### config.mk
export PLATFORM = sky130hd
export DESIGN_NAME = dcache_bank_gather_flat
export DESIGN_NICKNAME = d
export VERILOG_FILES = /design/src/rtl/dcache_bank_gather_pkg.sv /design/src/rtl/dcache_bank_gather_if.sv /design/src/rtl/dcache_bank_gather_sel.sv /design/src/rtl/dcache_bank_gather.sv /design/src/flat_wrapper.sv
export SDC_FILE = /design/constraint.sdc
export NUM_CORES = 1
export LEC_CHECK = 0
export ABC_CLOCK_PERIOD_IN_PS = 5400
export BUFFER_PORTS_ARGS = -buffer_cell sky130_fd_sc_hd__buf_2
export CORE_AREA = 2 2 94 187
export CTS_CLUSTER_SIZE = 14
export DETAILED_ROUTE_END_ITERATION = 16
export DIE_AREA = 0 0 96 189
export GPL_ROUTABILITY_DRIVEN = 0
export GPL_TIMING_DRIVEN = 0
export PLACE_DENSITY = 0.88
export SLEW_MARGIN = 0
export SYNTH_ARGS = -nofsm -noshare
export SYNTH_HDL_FRONTEND = slang
export SYNTH_SLANG_ARGS = --single-unit
### constraint.sdc
create_clock -name clk -period 5.4 [get_ports clk]
set_input_delay 0.81 -clock clk [delete_from_list [all_inputs] [get_ports clk]]
set_output_delay 0.81 -clock clk [all_outputs]
set_load 0.05 [all_outputs]
### src/rtl/dcache_bank_gather_pkg.sv
// Shared sizing and FSM encoding for the dcache bank gather block.
// Defaults describe a 4-bank, 4-lane, 32-bit word configuration.
package dcache_bank_gather_pkg;
    localparam int DCACHE_BLOCKWORDS = 4;
    localparam int DCACHE_NLANES     = 4;
    localparam int DCACHE_WORD_W     = 32;

    typedef enum logic [1:0] {
        ST_IDLE  = 2'd0,
        ST_ISSUE = 2'd1,
        ST_DRAIN = 2'd2,
        ST_RSP   = 2'd3
    } state_e;
endpackage

### src/rtl/dcache_bank_gather_if.sv
// Request, bank-read and response signals of the bank gather block.
// The slave modport is the gather block; the master modport is the core/SRAM side.
interface dcache_bank_gather_if
    import dcache_bank_gather_pkg::*;
#(
    parameter int NBANK  = DCACHE_BLOCKWORDS,
    parameter int NLANE  = DCACHE_NLANES,
    parameter int WORD_W = DCACHE_WORD_W
) ();
    localparam int LB = $clog2(NBANK);
    localparam int LL = $clog2(NLANE);

    logic                    req_valid_i;
    logic                    req_ready_o;
    logic [NLANE-1:0]        req_lane_mask_i;
    logic [LB*NLANE-1:0]     req_block_idx_i;
    logic [NBANK-1:0]        bank_rd_en_o;
    logic [LL*NBANK-1:0]     bank_lane_idx_o;
    logic [WORD_W*NBANK-1:0] bank_rd_data_i;
    logic                    rsp_valid_o;
    logic                    rsp_ready_i;
    logic [WORD_W*NLANE-1:0] rsp_data_o;
    logic [NLANE-1:0]        rsp_mask_o;

    modport slave (
        input  req_valid_i, req_lane_mask_i, req_block_idx_i, bank_rd_data_i, rsp_ready_i,
        output req_ready_o, bank_rd_en_o, bank_lane_idx_o, rsp_valid_o, rsp_data_o, rsp_mask_o
    );

    modport master (
        output req_valid_i, req_lane_mask_i, req_block_idx_i, bank_rd_data_i, rsp_ready_i,
        input  req_ready_o, bank_rd_en_o, bank_lane_idx_o, rsp_valid_o, rsp_data_o, rsp_mask_o
    );
endinterface

### src/rtl/dcache_bank_gather_sel.sv
// Per-bank winner select: lowest pending lane targeting each bank wins (combinational, no state).
// Outputs the winner one-hot, its binary lane number (0 when no winner) and a bank-valid strobe.
module dcache_bank_gather_sel
    import dcache_bank_gather_pkg::*;
#(
    parameter int NBANK = DCACHE_BLOCKWORDS,
    parameter int NLANE = DCACHE_NLANES
) (
    input  logic [NLANE-1:0]                 pend_i,
    input  logic [$clog2(NBANK)*NLANE-1:0]   idx_i,
    output logic [NBANK*NLANE-1:0]           win_oh_o,
    output logic [$clog2(NLANE)*NBANK-1:0]   win_idx_o,
    output logic [NBANK-1:0]                 bank_vld_o
);
    localparam int LB = $clog2(NBANK);
    localparam int LL = $clog2(NLANE);

    function automatic logic [NBANK-1:0] bin2one(input logic [LB-1:0] b);
        logic [NBANK-1:0] oh;
        oh    = '0;
        oh[b] = 1'b1;
        return oh;
    endfunction

    function automatic logic [NLANE-1:0] fixed_pri_arb(input logic [NLANE-1:0] r);
        return r & (~r + NLANE'(1));
    endfunction

    function automatic logic [LL-1:0] one2bin(input logic [NLANE-1:0] oh);
        logic [LL-1:0] b;
        b = '0;
        for (int i = 0; i < NLANE; i++) begin
            if (oh[i]) b = b | LL'(i);
        end
        return b;
    endfunction

    logic [NBANK-1:0] lane_dec [NLANE];
    logic [NLANE-1:0] bank_req [NBANK];
    logic [NLANE-1:0] bank_gnt [NBANK];

    for (genvar i = 0; i < NLANE; i++) begin : g_dec
        assign lane_dec[i] = bin2one(idx_i[i*LB +: LB]);
    end

    for (genvar j = 0; j < NBANK; j++) begin : g_bank
        for (genvar i = 0; i < NLANE; i++) begin : g_lane
            assign bank_req[j][i] = pend_i[i] & lane_dec[i][j];
        end
        assign bank_gnt[j]                = fixed_pri_arb(bank_req[j]);
        assign win_oh_o[j*NLANE +: NLANE] = bank_gnt[j];
        assign win_idx_o[j*LL +: LL]      = one2bin(bank_gnt[j]);
        assign bank_vld_o[j]              = |bank_req[j];
    end
endmodule

### src/rtl/dcache_bank_gather.sv
// Serialises a multi-lane read over conflicting banks and gathers the returned words per lane.
// Response valid K+2 cycles after accept (K = worst bank sharing); holds until rsp_ready_i, one request in flight.
module dcache_bank_gather
    import dcache_bank_gather_pkg::*;
#(
    parameter int NBANK  = DCACHE_BLOCKWORDS,
    parameter int NLANE  = DCACHE_NLANES,
    parameter int WORD_W = DCACHE_WORD_W
) (
    input  logic                 clk,
    input  logic                 rst_n,
    dcache_bank_gather_if.slave  bus
);
    localparam int LB = $clog2(NBANK);
    localparam int LL = $clog2(NLANE);

    state_e                  state_q, state_d;
    logic                    ready_q, ready_d;
    logic                    rsp_vld_q, rsp_vld_d;
    logic [NLANE-1:0]        pend_q, pend_d;
    logic [NLANE-1:0]        mask_q, mask_d;
    logic [NLANE-1:0]        sel_q, sel_d;
    logic [LB*NLANE-1:0]     idx_q, idx_d;
    logic [WORD_W*NLANE-1:0] data_q, data_d;

    logic [NLANE-1:0]        sel_pend;
    logic [NBANK*NLANE-1:0]  win_oh;
    logic [LL*NBANK-1:0]     win_idx;
    logic [NBANK-1:0]        bank_vld;
    logic [NLANE-1:0]        served;

    assign sel_pend = (state_q == ST_ISSUE) ? pend_q : '0;

    dcache_bank_gather_sel #(.NBANK(NBANK), .NLANE(NLANE)) u_sel (
        .pend_i     (sel_pend),
        .idx_i      (idx_q),
        .win_oh_o   (win_oh),
        .win_idx_o  (win_idx),
        .bank_vld_o (bank_vld)
    );

    always_comb begin
        served = '0;
        for (int j = 0; j < NBANK; j++) served = served | win_oh[j*NLANE +: NLANE];
    end

    always_comb begin
        state_d = state_q;
        pend_d  = pend_q;
        mask_d  = mask_q;
        idx_d   = idx_q;
        data_d  = data_q;
        sel_d   = '0;
        // Lanes granted last cycle pick up their word from the bank they addressed.
        for (int i = 0; i < NLANE; i++) begin
            if (sel_q[i]) begin
                data_d[i*WORD_W +: WORD_W] =
                    bus.bank_rd_data_i[int'(idx_q[i*LB +: LB])*WORD_W +: WORD_W];
            end
        end
        case (state_q)
            ST_IDLE: begin
                if (ready_q && bus.req_valid_i) begin
                    mask_d  = bus.req_lane_mask_i;
                    idx_d   = bus.req_block_idx_i;
                    pend_d  = bus.req_lane_mask_i;
                    data_d  = '0;
                    state_d = (bus.req_lane_mask_i != '0) ? ST_ISSUE : ST_RSP;
                end
            end
            ST_ISSUE: begin
                pend_d = pend_q & ~served;
                sel_d  = served;
                if (pend_d == '0) state_d = ST_DRAIN;
            end
            ST_DRAIN: state_d = ST_RSP;
            ST_RSP:   if (bus.rsp_ready_i) state_d = ST_IDLE;
            default:  state_d = ST_IDLE;
        endcase
        ready_d   = (state_d == ST_IDLE);
        rsp_vld_d = (state_d == ST_RSP);
    end

    always_ff @(posedge clk or negedge rst_n) begin
        if (!rst_n) begin
            state_q   <= ST_IDLE;
            ready_q   <= 1'b0;
            rsp_vld_q <= 1'b0;
            pend_q    <= '0;
            mask_q    <= '0;
            sel_q     <= '0;
            idx_q     <= '0;
            data_q    <= '0;
        end else begin
            state_q   <= state_d;
            ready_q   <= ready_d;
            rsp_vld_q <= rsp_vld_d;
            pend_q    <= pend_d;
            mask_q    <= mask_d;
            sel_q     <= sel_d;
            idx_q     <= idx_d;
            data_q    <= data_d;
        end
    end

    assign bus.req_ready_o     = ready_q;
    assign bus.bank_rd_en_o    = bank_vld;
    assign bus.bank_lane_idx_o = win_idx;
    assign bus.rsp_valid_o     = rsp_vld_q;
    assign bus.rsp_data_o      = data_q;
    assign bus.rsp_mask_o      = mask_q;
endmodule

### src/flat_wrapper.sv
// flat-port wrapper written by rule: the top's interface ports become plain ports
module dcache_bank_gather_flat import dcache_bank_gather_pkg::*;
#(
    parameter int NBANK  = DCACHE_BLOCKWORDS,
    parameter int NLANE  = DCACHE_NLANES,
    parameter int WORD_W = DCACHE_WORD_W
)
  (clk, rst_n, bus_req_valid_i, bus_req_lane_mask_i, bus_req_block_idx_i, bus_bank_rd_data_i, bus_rsp_ready_i, bus_req_ready_o, bus_bank_rd_en_o, bus_bank_lane_idx_o, bus_rsp_valid_o, bus_rsp_data_o, bus_rsp_mask_o);
  dcache_bank_gather_if #(.NBANK(NBANK), .NLANE(NLANE), .WORD_W(WORD_W)) bus_i ();
  input  logic clk;
  input  logic rst_n;
  input wire logic [$bits(bus_i.req_valid_i)-1:0] bus_req_valid_i;
  input wire logic [$bits(bus_i.req_lane_mask_i)-1:0] bus_req_lane_mask_i;
  input wire logic [$bits(bus_i.req_block_idx_i)-1:0] bus_req_block_idx_i;
  input wire logic [$bits(bus_i.bank_rd_data_i)-1:0] bus_bank_rd_data_i;
  input wire logic [$bits(bus_i.rsp_ready_i)-1:0] bus_rsp_ready_i;
  output wire logic [$bits(bus_i.req_ready_o)-1:0] bus_req_ready_o;
  output wire logic [$bits(bus_i.bank_rd_en_o)-1:0] bus_bank_rd_en_o;
  output wire logic [$bits(bus_i.bank_lane_idx_o)-1:0] bus_bank_lane_idx_o;
  output wire logic [$bits(bus_i.rsp_valid_o)-1:0] bus_rsp_valid_o;
  output wire logic [$bits(bus_i.rsp_data_o)-1:0] bus_rsp_data_o;
  output wire logic [$bits(bus_i.rsp_mask_o)-1:0] bus_rsp_mask_o;
  assign bus_i.req_valid_i = bus_req_valid_i;
  assign bus_i.req_lane_mask_i = bus_req_lane_mask_i;
  assign bus_i.req_block_idx_i = bus_req_block_idx_i;
  assign bus_i.bank_rd_data_i = bus_bank_rd_data_i;
  assign bus_i.rsp_ready_i = bus_rsp_ready_i;
  assign bus_req_ready_o = bus_i.req_ready_o;
  assign bus_bank_rd_en_o = bus_i.bank_rd_en_o;
  assign bus_bank_lane_idx_o = bus_i.bank_lane_idx_o;
  assign bus_rsp_valid_o = bus_i.rsp_valid_o;
  assign bus_rsp_data_o = bus_i.rsp_data_o;
  assign bus_rsp_mask_o = bus_i.rsp_mask_o;
  dcache_bank_gather #(.NBANK(NBANK), .NLANE(NLANE), .WORD_W(WORD_W)) u_core (.clk(clk), .rst_n(rst_n), .bus(bus_i));
endmodule
Yosys cells after proc, flatten, opt, wreduce, memory -nomap -nowiden:

Cells that the tools add are included.

* reduce and logical (&&, ||, !) cells: 16
* order comparisons: 8
* shift operators: 4
* add/sub/neg operators: 4
* equal/unequal tests: 5
* $mul: 0
* multiplexer cells: 35
* bitwise gates (word level): 29
* div/mod/pow operators: 0

Operator list (number)
* $shiftx A128 B8 Y32: 4
* $mux W128: 2
* $mux W32: 4
* $mux W2: 12
* $and A4 B4 Y4: 5
* $not A4 Y4: 5
* $add A4 B1 Y4 const B: 4
* $and A1 B1 Y1: 16
* $reduce_or A4 Y1: 4
* $lt A2 B3 Y1 const B: 4
* $mux W4: 3
* $or A4 B4 Y4: 3
* $demux W1 S2: 4
* $ge A2 B1 Y1 const B: 4
* $mux W1: 8
* $pmux W2 S4: 1
* $pmux W4 S2: 1
* $eq A2 B2 Y1 const B: 3
* $logic_and A1 B1 Y1: 5
* $logic_not A2 Y1: 2
* $logic_not A4 Y1: 1
* $reduce_and A2 Y1: 2
* $reduce_bool A4 Y1: 1
* $eq A2 B1 Y1 const B: 1
* other kinds (2): 2

* bits of input ports: 144
* ROM bits: 0
* logic and storage cells: 109
* RAM bits: 0
* memories: 0
* flip-flop bits (word level): 152
* output and inout bits: 146
* latch bits: 0

Logic depth before layout (Yosys ltp):

Gate-level depths: netlist of the first run.

* depth in word-level cells: 17
* depth in mapped cells: 7
* gate-level depth less buffers: 5

By module:

A second synthesis of the first run with hierarchy kept.

* cells, all modules: 727
* area total of the unflattened synthesis: 9681.8 µm²

Modules (own cells, without submodules)
* dcache_bank_gather: instances 1, sequential area each 3803.6 µm², area an instance 9362.7 µm², cells an instance 673
* dcache_bank_gather_sel: instances 1, sequential area each 0.0 µm², area an instance 319.1 µm², cells an instance 54

Worst setup path after synthesis of the first run:

Ideal clock, no wire load.

* path type: reg2out
* start point: register u_core.state_q[1]
* end point: output bus_bank_lane_idx_o[0]
* cell stages (with the launch flop): 5
* path slack: 2.007 ns
* data required time: 4.590 ns
* buffers on the path: 2
* arrival: 2.583 ns
* cell sequence: dfrtp_1 nand2b_1 buf_4 clkbuf_1 o41ai_1

* longest elaborated chain between the ends: 9
* elaborated cells on any way between the ends: 12
* those cells by class: add/sub (1); eq/ne (1); mux (4); bitwise (6)

RTL lines
* start, declared: RTL line dcache_bank_gather.sv:17 `state_e state_q, state_d;`
* start signal, assigned: RTL line dcache_bank_gather.sv:95 `state_q <= state_d;`
* $eq A2 B1 Y1 (*): RTL line dcache_bank_gather.sv:32 `assign sel_pend = (state_q == ST_ISSUE) ? pend_q : '0;`
* $mux W4 (*): RTL line dcache_bank_gather.sv:32
* $and A1 B1 Y1: RTL line dcache_bank_gather_sel.sv:48 `assign bank_req[j][i] = pend_i[i] & lane_dec[i][j];`
* $not A4 Y4: RTL line dcache_bank_gather_sel.sv:26 `return r & (~r + NLANE'(1));`
* $add A4 B1 Y4: RTL line dcache_bank_gather_sel.sv:26
* $and A4 B4 Y4 (*): RTL line dcache_bank_gather_sel.sv:26
* $mux W1: RTL line dcache_bank_gather_sel.sv:33 `if (oh[i]) b = b | LL'(i);`
* $mux W2: RTL line dcache_bank_gather_sel.sv:33
* $mux W2 (*): RTL line dcache_bank_gather_sel.sv:33
* end, declared: RTL line flat_wrapper.sv:19 `output wire logic [$bits(bus_i.bank_lane_idx_o)-1:0] bus_bank_lane_idx_o;`

Mark *: on every way between the ends. The rest lies on a longest branch, timed or not.

Worst setup path in the final report of the first run:

* start point: register u_core.idx_q[7]
* end point: output bus_bank_lane_idx_o[5]

* longest elaborated chain between the ends: 9
* elaborated cells on any way between the ends: 10
* those cells by class: add/sub (1); order compare (2); mux (3); bitwise (3); reduce/logical (1)

RTL lines
* start, declared: RTL line dcache_bank_gather.sv:23 `logic [LB*NLANE-1:0] idx_q, idx_d;`
* start signal, assigned: RTL line dcache_bank_gather.sv:101 `idx_q <= idx_d;`
* $lt A2 B3 Y1 (implied by the code) / $ge A2 B1 Y1 (equally long branches): RTL line dcache_bank_gather_sel.sv:21 `oh[b] = 1'b1;`
* $logic_and A1 B1 Y1 (implied by the code): RTL line dcache_bank_gather_sel.sv:21
* $mux W1 (implied by the code): RTL line dcache_bank_gather_sel.sv:21
* $demux W1 S2 (*): RTL line dcache_bank_gather_sel.sv:21
* $and A1 B1 Y1 (*): RTL line dcache_bank_gather_sel.sv:48
* $not A4 Y4: RTL line dcache_bank_gather_sel.sv:26
* $add A4 B1 Y4: RTL line dcache_bank_gather_sel.sv:26
* $and A4 B4 Y4 (*): RTL line dcache_bank_gather_sel.sv:26
* $mux W2 (*): RTL line dcache_bank_gather_sel.sv:33

Marks and branches as above.

==> metrics.txt, run 1 <==
Distinct cells, synth 44; number of global-route vias before repair 8701; clock tree buffer depth 2; Fmax 286.9 MHz; Port Buffers 289; proportion of layout cells with a drive suffix above 1 45.44%; Nets 1172; clock sink total 152; crit path max fanout 10; Setup crit start kind flip-flop; Reg clk slew, reported paths 0.06 ns; Hold Buf Count CTS 0; cell-by-cell listing of the critical path clkbuf_1 > clkbuf_1 > nand3_1 > a21oi_1 > buf_2; H-tree Lvls 4; Post-Syn Area 0.009423 mm²; clock latency on the worst-skew pair 0.43 ns; worst hold path class input pin to async pin; Die Span Y 189 µm; final wirelength 31.47 mm; Syn Area/Cell 13.11 µm²; Initial Util 56.48%; Max VDD drop 422.8 µV; area of the multi-input gates 0.005318 mm²; # IOs 290; Post-synth EDFFs 0; routed vias/inst 6.404; top_reg_cell synth dfrtp_1; sequential area share after synthesis 40.37%; final setup fails 0; pre-CTS setup slack 2.445 ns; Post-Syn Nets 863; largest stage delay on the critical path 0.67 ns; die width 96 µm; initial DRC count 511; power share of the sequential group 24.1%; max_slew headroom 34.65%; r2r setup slk 3.05 ns; internal cell power 3755 µW; CTS tree yes; P_leak 0.005405 µW; Core Footprint 0.01668 mm²; final-report hold violation count 0; FF/Latch Area 0.003804 mm²; DRC violations left 0; Critical path buffers and inverters 3; Async SR Flop Fraction 100.0%; switching share of total power 49.12%; critical path capture point type output port; Critical Path RT 4.59 ns; Antenna Nets Post-Route 0; Final period util 64.54%; count of final max-slew check failures 0; Psw 3625 µW; initial antenna violation count 9; Detailed Routing Iterations Pass 1 5; Syn-to-layout area delta 24.90%; CTS root buf clkbuf_16; Finished Layout Cells 1257; Clk pwr share 16.4%; Setup CP Type flip-flop to output port; Syn Inst Count 719; Slew @ Worst Pin 0.9802 ns; PwrDens 627.1 mW/mm²; GR Util All Layers 35.28%; Inserted Clock Buffers 17; max cap viols 0; CP max-delay cell clkbuf_1; pin count of the biggest net entering global routing 78; Combinational Power Share 59.5%; post-detail-place hpwl 22.97 mm; Rows 67; number of synthesis warnings 0; final worst slack 1.915 ns; Clock Skews 0.01135 ns; status finished, final reports clean; grt total ovfl 0; Top delay family on crit path buffers and inverters; WHS 0.4029 ns; Die Footprint 0.01814 mm²; Post-CTS Setup Bufs 0; CTS resizes 0; crit path time final 3.485 ns; RSZ-0062 raised after global routing false; fillers 1197; Critical Path Most Common Cell clkbuf_1; global-route wire length before repair 46.86 mm; post-synthesis register bit count 152; Worst EP arrival 2.68 ns; Sum Neg Setup Slack 0 ns; Cells after DPL 1216; wire per inst 25.03 µm; vias 8050
==> path summary, 6_finish.rpt <==
| kind | from | to | cells past startpoint |
|---|---|---|---|
| hold / removal | rst_n | u_core.bus.rsp_mask_o[3] | 1 |
| setup reg to reg | u_core.idx_q[7] | u_core.bus.rsp_data_o[117] | 5 |
| setup / recovery | u_core.idx_q[7] | bus_bank_lane_idx_o[5] | 5 |
| min in group clk | u_core.bus.rsp_mask_o[1] | u_core.bus.rsp_mask_o[1] | 2 |
| max in group asynchronous | rst_n | u_core.bus.rsp_data_o[116] | 2 |
| hold reg to reg | u_core.bus.rsp_mask_o[1] | u_core.bus.rsp_mask_o[1] | 2 |
==> stage by stage <==
stage                     total power, µW  instance area (µm²)  utilization (%)
after floorplan                      5009                 9423                -
after global placement               6032                11130            66.71
after detailed placement             6153                11160            66.91
after CTS                            7364                11750            70.41
after global routing                 7691                11770            70.53
final                                7380                11770            70.55
==> per-layer routing <==
layer  vias to the layer above  track usage, %  wire length (µm)  part of all wire, %
met4                         0           24.73              2152                  6.8
met1                      4022           39.64             10280                   33
met5                         -               0                 0                    0
li1                       3367               -                 -                    -
met2                       523           58.71             16730                   53
met3                       138           6.566              2306                  7.3
==> registers in the layout, summed over array words and instances (netlist names) <==
register	cells
u_core.bus.rsp_data_o	128
u_core.idx_q	8
u_core.bus.rsp_mask_o	4
u_core.pend_q	4
u_core.sel_q	4
u_core.state_q	2
u_core.bus.req_ready_o	1
u_core.bus.rsp_valid_o	1
==> cells by family after synthesis <==
kind of cell | Yosys count | synth area share, %
mux | 256 | 44.19
simple gates | 206 | 9.109
compound gates | 31 | 2.948
buf+inv | 72 | 3.200
xor+xnor | 2 | 0.1859
flops | 152 | 40.37
==> final cells by class <==
type	instances	share of cell area (%)
antenna	9	0.1914
buffer	68	2.435
clock buffer	22	3.944
clock inverter	10	1.021
inverter	4	0.1276
multi-input combinational	495	45.18
sequential	152	32.32
tap	207	2.201
timing repair buffer	290	12.58
==> Yosys cell counts, types with 2 or more instances <==
cell / instances / area [µm²]
dfrtp_1: 152 / 3804
nor2_1: 136 / 510.5
mux2i_1: 128 / 1281
mux4_2: 128 / 2883
nand2_1: 39 / 146.4
clkbuf_1: 30 / 112.6
buf_2: 18 / 90.09
buf_1: 17 / 63.81
nand3_1: 8 / 40.04
a21oi_1: 5 / 25.02
inv_1: 4 / 15.01
nand3b_1: 4 / 30.03
nand4_1: 3 / 18.77
nor2b_1: 3 / 18.77
o21ai_0: 3 / 15.01
o41ai_1: 3 / 26.28
a22o_1: 2 / 17.52
a31oi_1: 2 / 12.51
and2_1: 2 / 12.51
buf_4: 2 / 15.01
nand2b_1: 2 / 12.51
nand4b_1: 2 / 17.52
o32a_1: 2 / 20.02
o32ai_4: 2 / 55.05
or3_1: 2 / 12.51
xnor2_1: 2 / 17.52
==> power groups by stage <==
stage | Sequential, µW | Clock (µW) | Combinational, µW
after floorplan | 2930 | 0 | 2080
final | 1780 | 1210 | 4390
after global routing | 1810 | 1270 | 4620
after CTS | 1770 | 1220 | 4380
after global placement | 1770 | 0 | 4270
after detailed placement | 1780 | 0 | 4370
==> placed cells by master (no fill, tap or decap), drive strengths merged, types with 2 or more instances in the layout <==
cell,count
nand2,39
inv,5
a21oi,5
or3,2
nand3b,4
dfrtp,152
clkinv,2
o21ai,4
o41ai,3
clkbuf,53
and2,2
mux2i,128
nor2,136
nand2b,2
buf,327
mux4,128
xnor2,2
a22o,2
diode,9
nand4,3
o32a,2
bufinv,2
nand3,8
o22ai,2
nand4b,2
nor2b,3
a31oi,2
clkinvlp,5
o32ai,4
Power figures use the tool's default switching activity.
==> run 2: changes to the inputs <==
--- a/config.mk
+++ b/config.mk
@@ -5,15 +5,15 @@
 export SDC_FILE = /design/constraint.sdc
 export NUM_CORES = 1
 export LEC_CHECK = 0
-export ABC_CLOCK_PERIOD_IN_PS = 5400
+export ABC_CLOCK_PERIOD_IN_PS = 3470
 export BUFFER_PORTS_ARGS = -buffer_cell sky130_fd_sc_hd__buf_2
-export CORE_AREA = 2 2 94 187
+export CORE_AREA = 2 2 99 196
 export CTS_CLUSTER_SIZE = 14
 export DETAILED_ROUTE_END_ITERATION = 16
-export DIE_AREA = 0 0 96 189
+export DIE_AREA = 0 0 101 198
 export GPL_ROUTABILITY_DRIVEN = 0
 export GPL_TIMING_DRIVEN = 0
-export PLACE_DENSITY = 0.88
+export PLACE_DENSITY = 0.8
 export SLEW_MARGIN = 0
 export SYNTH_ARGS = -nofsm -noshare
 export SYNTH_HDL_FRONTEND = slang
==> constraint.sdc (replaced) <==
create_clock -name clk -period 3.47 [get_ports clk]
set_input_delay 0.5205 -clock clk [delete_from_list [all_inputs] [get_ports clk]]
set_output_delay 0.5205 -clock clk [all_outputs]
set_load 0.05 [all_outputs]
==> run 2 against run 1 <==
- non-clock buffer count is the same
- highest routed layer is now met5
- worst setup slack lost 1.6 ns
- sequential share of layout area shrank 0.093 points
- via count shrank 2.0%
- clock power grew 62%
==> metrics.txt, run 2 (synthesized netlist as in run 1, its figures left out) <==
status finished, final reports clean; Die Footprint 0.02000 mm²; Antenna Nets Post-Route 0; r2r setup slk 1.15 ns; worst hold path class input pin to async pin; Post-Route Utilization 63.27%; proportion of layout cells with a drive suffix above 1 45.53%; Fmax 315.5 MHz; Slew @ Worst Pin 0.9994 ns; most used routing layer met2; M3 GR Usage 5.965%; clock sink total 152; Reg2Reg Depth 5; count of final max-slew check failures 0; Syn-to-layout area delta 25.26%; routed vias/inst 6.223; P_leak 0.005432 µW; Final period util 91.33%; CTS resizes 0; Post-CTS Setup Bufs 0; routing usage on met1 36.88%; vias 7885; Die Span Y 198 µm; CTS root buf clkbuf_16; switching share of total power 48.58%; clock tree buffer depth 2; Port Buffers 289; crit path time final 3.169 ns; grt total ovfl 0; critical path capture point type output port; final setup fails 0; Critical Path RT 2.95 ns; clock latency on the worst-skew pair 0.44 ns; Detailed Routing Iterations Pass 1 4; met2 Use GR 55.63%; Hold Buf Count CTS 0; Combinational Power Share 59.1%; crit path max fanout 10; initial antenna violation count 7; Final Power 11500 µW; Setup CP Type flip-flop to output port; wire per inst 24.72 µm; GR Util All Layers 32.21%; power share of the sequential group 23.9%; CTS tree yes; fillers 1489; Nets 1172; Rows 71; global-route wire length before repair 47.37 mm; PwrDens 974.1 mW/mm²; final wirelength 31.32 mm; R2R Path End u_core.bus.rsp_data_o[105]; Reg clk slew, reported paths 0.07 ns; internal cell power 5912 µW; post-detail-place hpwl 22.80 mm; max_slew headroom 33.37%; Initial Util 50.51%; Core Footprint 0.01866 mm²; initial DRC count 419; RSZ-0062 raised after global routing false; Worst EP arrival 2.65 ns; Setup crit start kind flip-flop; die width 101 µm; reg2reg start u_core.idx_q[7]; DRC violations left 0; Max VDD drop 479.8 µV; Clk pwr share 17.0%; max cap viols 0; max FFs per register 128; commonest non-fill, non-tap cell in the layout buf_2; Psw 5585 µW; pin count of the biggest net entering global routing 81; Inserted Clock Buffers 17; number of global-route vias before repair 8295; final-report hold violation count 0; H-tree Lvls 4; commonest non-fill, non-tap cells in the layout 306 x buf_2, 152 x dfrtp_1, 136 x nor2_1, 128 x mux4_2, 128 x mux2i_1; # IOs 290; Clock Skews 0.01211 ns
## run 2: changes by cell type in the layout (fill, tap and decap cells not counted), sizes merged
cell	before	now
inv	5	4
clkinv	2	7
diode	9	7
clkinvlp	5	1
bufinv	2	3
clkbuf	53	52
## run 2: worst max-delay path: stages, from the launching register on
cell and delay [ns]:
dfrtp_1 0.34, clkbuf_1 0.50, clkbuf_1 0.67, nand3_1 0.19, a21oi_1 0.22, buf_2 0.29
## run 2: cell type report
class,instances,area (µm²),share of cell area (%)
Sequential cell,152,3804,32.23
Clock inverter,11,147.6,1.251
Inverter,4,15.01,0.1272
Buffer,68,286.5,2.428
Clock buffer,21,460.4,3.901
Multi-Input combinational cell,495,5318,45.05
Tap cell,219,274.0,2.322
Timing Repair Buffer,290,1480,12.54
Antenna cell,7,17.52,0.1484
## run 2: stage by stage
step	TNS (ns)	cell area (µm²)	hold WS (ns)	worst slack, ns	instances
2_1_floorplan	0	9423	0.2249	0.3664	719
3_3_place_gp	-65.94	11140	0.4628	-0.4518	1227
3_5_place_dp	0	11180	0.4565	0.7985	1228
4_1_cts	0	11790	0.1217	0.3127	1260
5_1_grt	0	11800	0.1460	0.1539	1266
6_report	0	11800	0.08917	0.3008	1267
## run 2: layer usage
layer  share of wire [%]  up-vias
met5               0.029        -
met4                 5.4        2
met3                 6.0      110
met2                  54      432
met1                  35     3976
li1                    -     3365
## run 2: how the worst max path moves through the flow
stage	slack, ns	end	cells past startpoint	from
5_1_grt	0.15	bus_bank_lane_idx_o[5]	5	u_core.idx_q[7]
6_report	0.30	bus_bank_lane_idx_o[5]	5	u_core.idx_q[7]
4_1_cts	0.31	bus_bank_lane_idx_o[5]	5	u_core.idx_q[7]
3_3_place_gp	-0.45	u_core.bus.rsp_data_o[81]	1	rst_n
2_1_floorplan	0.37	bus_bank_lane_idx_o[0]	4	u_core.state_q[1]
3_5_place_dp	0.80	bus_bank_lane_idx_o[5]	5	u_core.idx_q[7]
## run 2: power by group through the flow
stage	clock [µW]	combinational (µW)	sequential, µW
finish	1960	6790	2750
global route	2040	7200	2810
CTS	1960	6810	2740
detailed placement	0	6790	2760
global placement	0	6680	2750
floorplan	0	3230	4560
